===== config.mk =====
export PLATFORM = sky130hd
export DESIGN_NAME = hazard_ctrl
export DESIGN_NICKNAME = d
export VERILOG_FILES = /design/src/rtl/hazard_ctrl.sv
export SDC_FILE = /design/constraint.sdc
export NUM_CORES = 1
export LEC_CHECK = 0
export ABC_AREA = 1
export CAP_MARGIN = 40
export CORE_ASPECT_RATIO = 0.8
export CORE_MARGIN = 3
export CORE_UTILIZATION = 45
export DETAILED_ROUTE_END_ITERATION = 16
export PLACE_DENSITY = 0.8
export SKIP_LAST_GASP = 1
export SLEW_MARGIN = 20
export SYNTH_ARGS = -nofsm -noshare
export SYNTH_HDL_FRONTEND = slang
export SYNTH_SLANG_ARGS = --single-unit

===== constraint.sdc =====
create_clock -name clk -period 4.4 [get_ports clk]
set_input_delay 0.88 -clock clk [delete_from_list [all_inputs] [get_ports clk]]
set_output_delay 0.88 -clock clk [all_outputs]
set_load 0.01 [all_outputs]

===== src/rtl/hazard_ctrl.sv =====
// Hazard, forwarding and sequencing control for the 5-stage MIPS core.
// Stall/flush enables, bypass selects, the HI/LO busy timer and a stall counter.
module hazard_ctrl #(
    parameter int MULT_CYCLES = 5,
    parameter int DIV_CYCLES  = 32,
    parameter int CNT_W       = 16
) (
    input  logic             clk,
    input  logic             rst,
    input  logic [4:0]       rs_d,
    input  logic [4:0]       rt_d,
    input  logic             use_rs_d,
    input  logic             use_rt_d,
    input  logic             branch_d,
    input  logic             md_use_d,
    input  logic [4:0]       rs_e,
    input  logic [4:0]       rt_e,
    input  logic [4:0]       wr_e,
    input  logic             regwrite_e,
    input  logic             memtoreg_e,
    input  logic [4:0]       wr_m,
    input  logic             regwrite_m,
    input  logic             memtoreg_m,
    input  logic [4:0]       wr_w,
    input  logic             regwrite_w,
    input  logic             md_start_e,
    input  logic             md_div_e,
    output logic             we_f,
    output logic             we_d,
    output logic             clear_e,
    output logic [1:0]       fwd_a_e,
    output logic [1:0]       fwd_b_e,
    output logic             fwd_a_d,
    output logic             fwd_b_d,
    output logic             md_busy,
    output logic             md_done,
    output logic [CNT_W-1:0] stall_cnt
);

    typedef enum logic {IDLE, BUSY} md_state_t;

    localparam logic [5:0] MULT_LD = 6'(MULT_CYCLES - 1);
    localparam logic [5:0] DIV_LD  = 6'(DIV_CYCLES - 1);

    md_state_t  state, state_nx;
    logic [5:0] cnt, cnt_nx;
    logic       done_nx;

    logic rs_d_e, rt_d_e, rs_d_m, rt_d_m;
    logic rs_e_m, rt_e_m, rs_e_w, rt_e_w;
    logic lw_stall, br_stall, md_stall, stall;

    // Register-number comparisons; $0 never matches anything.
    always_comb begin
        rs_d_e = (rs_d != 5'd0) && (rs_d == wr_e);
        rt_d_e = (rt_d != 5'd0) && (rt_d == wr_e);
        rs_d_m = (rs_d != 5'd0) && (rs_d == wr_m);
        rt_d_m = (rt_d != 5'd0) && (rt_d == wr_m);
        rs_e_m = (rs_e != 5'd0) && (rs_e == wr_m);
        rt_e_m = (rt_e != 5'd0) && (rt_e == wr_m);
        rs_e_w = (rs_e != 5'd0) && (rs_e == wr_w);
        rt_e_w = (rt_e != 5'd0) && (rt_e == wr_w);
    end

    // Stall sources and the resulting pipeline-register controls.
    always_comb begin
        lw_stall = regwrite_e && memtoreg_e &&
                   ((use_rs_d && rs_d_e) || (use_rt_d && rt_d_e));
        br_stall = branch_d &&
                   ((regwrite_e && ((use_rs_d && rs_d_e) ||
                                    (use_rt_d && rt_d_e))) ||
                    (memtoreg_m && ((use_rs_d && rs_d_m) ||
                                    (use_rt_d && rt_d_m))));
        md_stall = md_use_d && (md_busy || md_start_e);
        stall    = lw_stall || br_stall || md_stall;
        we_f     = !stall;
        we_d     = !stall;
        clear_e  = stall;
    end

    // E-stage operand bypass; the younger M result wins over W.
    always_comb begin
        fwd_a_e = 2'b00;
        fwd_b_e = 2'b00;
        if (regwrite_m && rs_e_m)
            fwd_a_e = 2'b10;
        else if (regwrite_w && rs_e_w)
            fwd_a_e = 2'b01;
        if (regwrite_m && rt_e_m)
            fwd_b_e = 2'b10;
        else if (regwrite_w && rt_e_w)
            fwd_b_e = 2'b01;
    end

    // D-stage comparator bypass from a non-load ALU result in M.
    always_comb begin
        fwd_a_d = regwrite_m && !memtoreg_m && rs_d_m;
        fwd_b_d = regwrite_m && !memtoreg_m && rt_d_m;
    end

    // HI/LO timer next state; a start while busy is ignored.
    always_comb begin
        state_nx = state;
        cnt_nx   = cnt;
        done_nx  = 1'b0;
        case (state)
            IDLE: begin
                if (md_start_e) begin
                    cnt_nx   = md_div_e ? DIV_LD : MULT_LD;
                    state_nx = BUSY;
                end
            end
            BUSY: begin
                if (cnt != 6'd0) begin
                    cnt_nx = cnt - 6'd1;
                end else begin
                    state_nx = IDLE;
                    done_nx  = 1'b1;
                end
            end
            default: state_nx = IDLE;
        endcase
    end

    // HI/LO timer registers.
    always_ff @(posedge clk or negedge rst) begin
        if (!rst) begin
            state   <= IDLE;
            cnt     <= 6'd0;
            md_done <= 1'b0;
        end else begin
            state   <= state_nx;
            cnt     <= cnt_nx;
            md_done <= done_nx;
        end
    end

    assign md_busy = (state == BUSY);

    // Saturating count of stalled cycles.
    always_ff @(posedge clk or negedge rst) begin
        if (!rst)
            stall_cnt <= '0;
        else if (stall && (stall_cnt != '1))
            stall_cnt <= stall_cnt + 1'b1;
    end

endmodule


==> impl_metrics.toml <==
[global_routing]
grt_max_degree = 26
grt_pass1_vias = 2140
gr-total-overflow = 0
grt_usage_pct = 21.62
antenna_found_initial = 0
grt_pass1_wl_um = 9563

[route]
wl_per_cell_um = 12.72
firstDrtPassIters = 4
totalWireLength_um = 5788
initialDrtViolationCount = 117
drtAntennaViolNets = 0
viasPerCell = 5.073
drc = 0
vias = 2308

[sta]
slew_headroom_pct = 65.24
drv_slew = 0
rsz0062_at_grt = "no"
setup_tns_ns = 0
whs_ns = 0.5178
fmax_mhz = 255.3
finalCritPeriodShare_pct = 89.03
tightest_slew_ns = 0.5198
finalSetupViolations = 0
fin_skew_ns = 0.002627
hold_viol_final = 0
setup_ws_ns = 0.4828
final.min_clock_period_ns = 3.917

[synth]
synthSimpleGateAreaFrac_pct = 39.53
yosysWarnings = 0
synth_top_area_share_pct = 28.49
synth-compound-area-share_pct = 9.199
ys_ff_latch = 24
async_reset_ff_share_pct = 100.0
synth_top_family_by_area = "simple AND/OR/NAND/NOR gates"
synth_cell_type_count = 32
syn_nets = 374
syn-instance-count = 324
synth_largest_area_cell = "dfrtp_1"
synth-adder-area-share_pct = 1.187
synth-xor-area-share_pct = 9.970
ys_top_cells_by_area = "dfrtp_1, nand2_1, inv_1, nand3_1, xor2_1"
ys_dominant_reg_cell = "dfrtp_1"
synth.mux.area_fraction_pct = 0
synth_seq_area_share_pct = 28.49
synth_edf_count = 0
syn-mean-instance-area_um2 = 6.507
syn-cell-area_um2 = 2108

[setup_path]
end_kind = "output pin"
cp_max_fo = 25
worstPathRequired_ns = 3.52
cp.arrival_ns = 3.04
r2r-end = "stall_cnt[1]"
worst_setup_path_start_kind = "input port"
r2r_cells = 9
r2r-start = "stall_cnt[1]"
regToRegSetupSlack_ns = 2.40
crit_type = "in2out"

[clock_network]
cts_buffers = 3
h-tree-depth = 1
cts_tree = "done"
clk_path_buf_depth = 2
cts_resized = 0
clock_sinks = 24
cts_setup_buffers = 0
clkLatencyLatePin_ns = 0.26
cts-root-buf = "clkbuf_8"
hold_buffers = 0
clkTransAtPathRegs_ns = 0.08

[place]
place_hpwl_um = 4737
port_buffers = 74
dp_slack_ns = 0.4892
postPlaceCellArea_um2 = 2889
gp_congestion = 0.9116

[hold_path]
hold_end = "stall_cnt[15]"
hp-start = "stall_cnt[15]"
hold_path_class = "reg2reg"
hold_path_depth = 2

[power_and_ir_drop]
p_per_area_nw_per_um2 = 305.5
p_leak_nw = 1.397
peakVddDrop_mv = 0.2614

[floorplanning]
chipHeight_um = 67.22
fp.dieW_um = 82.53
dieArea_um2 = 5547
coreArea_um2 = 4335
row_count = 21
io_pins = 75
start_util_pct = 48.63

[finish]
final_util_pct = 68.28
nNetsFinal = 449
areaGrowthSynthToFinish_pct = 40.42
drive_above_1_share_pct = 4.774
diodes = 0
fin_area_um2 = 2960

[outcome]
status = "complete, no violations"

[run]
maxCapViolCount = 0
## worst max-delay path, stage by stage
cell,delay [ns]
clkdlybuf4s50_1,0.61
xnor2_1,0.15
nand2_1,0.07
nor2_1,0.15
nand3_1,0.10
nand2_1,0.07
nand2_1,0.05
nand2_1,0.07
nand2_2,0.06
nand2_4,0.22
clkdlybuf4s50_1,0.61
## per-stage QoR
| stage | cells | total power [W] |
|---|---|---|
| 2_1_floorplan | 324 | 0.0005556 |
| 3_3_place_gp | 450 | 0.0007050 |
| 3_5_place_dp | 451 | 0.0007162 |
| 4_1_cts | 455 | 0.0009077 |
| 5_1_grt | 455 | 0.0009713 |
| 6_report | 455 | 0.0009043 |
## logic make-up (layout without fill, tap and decap cells)
group | Yosys count | in the layout
AOI/OAI and AO/OA | 30 | 30
adders and majority gates | 2 | 2
DFF | 24 | 24
buffers and inverters | 58 | 132
and+or+nand+nor | 186 | 186
xor gates and xnor gates | 24 | 24
## cell usage after synthesis (all sizes together) (4+ instances only)
| master | number |
|---|---|
| nand2 | 106 |
| inv | 53 |
| nand3 | 33 |
| dfrtp | 24 |
| nor2 | 20 |
| xor2 | 13 |
| o21ai | 12 |
| nor3 | 11 |
| xnor2 | 11 |
| a21oi | 6 |
| nor4 | 6 |
| buf | 5 |
| nand4 | 4 |
| or2 | 4 |
## per-layer routing
layer | part of all wire (%) | track usage, % | vias to the layer above
li1 | - | - | 1189
met1 | 49 | 32.13 | 1030
met2 | 43 | 33.20 | 81
met3 | 7.4 | 3.733 | 8
met4 | 0.92 | 3.673 | 0
met5 | 0 | 0 | -
## final cells by class
| type | instances | area, um2 |
|---|---|---|
| Timing Repair Buffer | 75 | 755.7 |
| Clock buffer | 3 | 41.29 |
| Sequential cell | 24 | 600.6 |
| Clock inverter | 1 | 30.03 |
| Fill cell | 373 | 1375 |
| Inverter | 53 | 198.9 |
| Tap cell | 57 | 71.32 |
| Multi-Input combinational cell | 242 | 1262 |
## power by group
| group | switching, W | leakage, nW | internal [W] | total (W) |
|---|---|---|---|---|
| clock network | 0.0000680 | 0.0357 | 0.000121 | 0.000189 |
| registers | 0.0000515 | 0.312 | 0.000273 | 0.000325 |
| logic | 0.000201 | 1.05 | 0.000189 | 0.000390 |
| total | 0.000320 | 1.40 | 0.000584 | 0.000904 |
## placed cells by master (no fill, tap or decap), types with 5 or more instances in the layout
cell and count:
a21oi_1 5, clkdlybuf4s50_1 74, dfrtp_1 24, inv_1 52
nand2_1 103, nand3_1 29, nor2_1 20, nor3_1 10
nor4_1 6, o21ai_0 12, xnor2_1 11, xor2_1 13
## sequential cells by signal (all words and copies together), names as in the netlist
name / flops
stall_cnt: 16
cnt: 6
md_busy: 1
md_done: 1
## worst max path at each step
stage / startpoint / to / slack, ns / depth (start not counted)
final: wr_m[1] / clear_e / 0.48 / 11
after global placement: wr_m[1] / clear_e / 0.58 / 11
after global routing: wr_m[4] / clear_e / 0.28 / 13
after detailed placement: wr_m[1] / clear_e / 0.49 / 11
after floorplan: wr_m[1] / we_f / 1.48 / 13
after CTS: wr_m[1] / clear_e / 0.48 / 11
No activity file was read; power rests on OpenSTA's default activity.
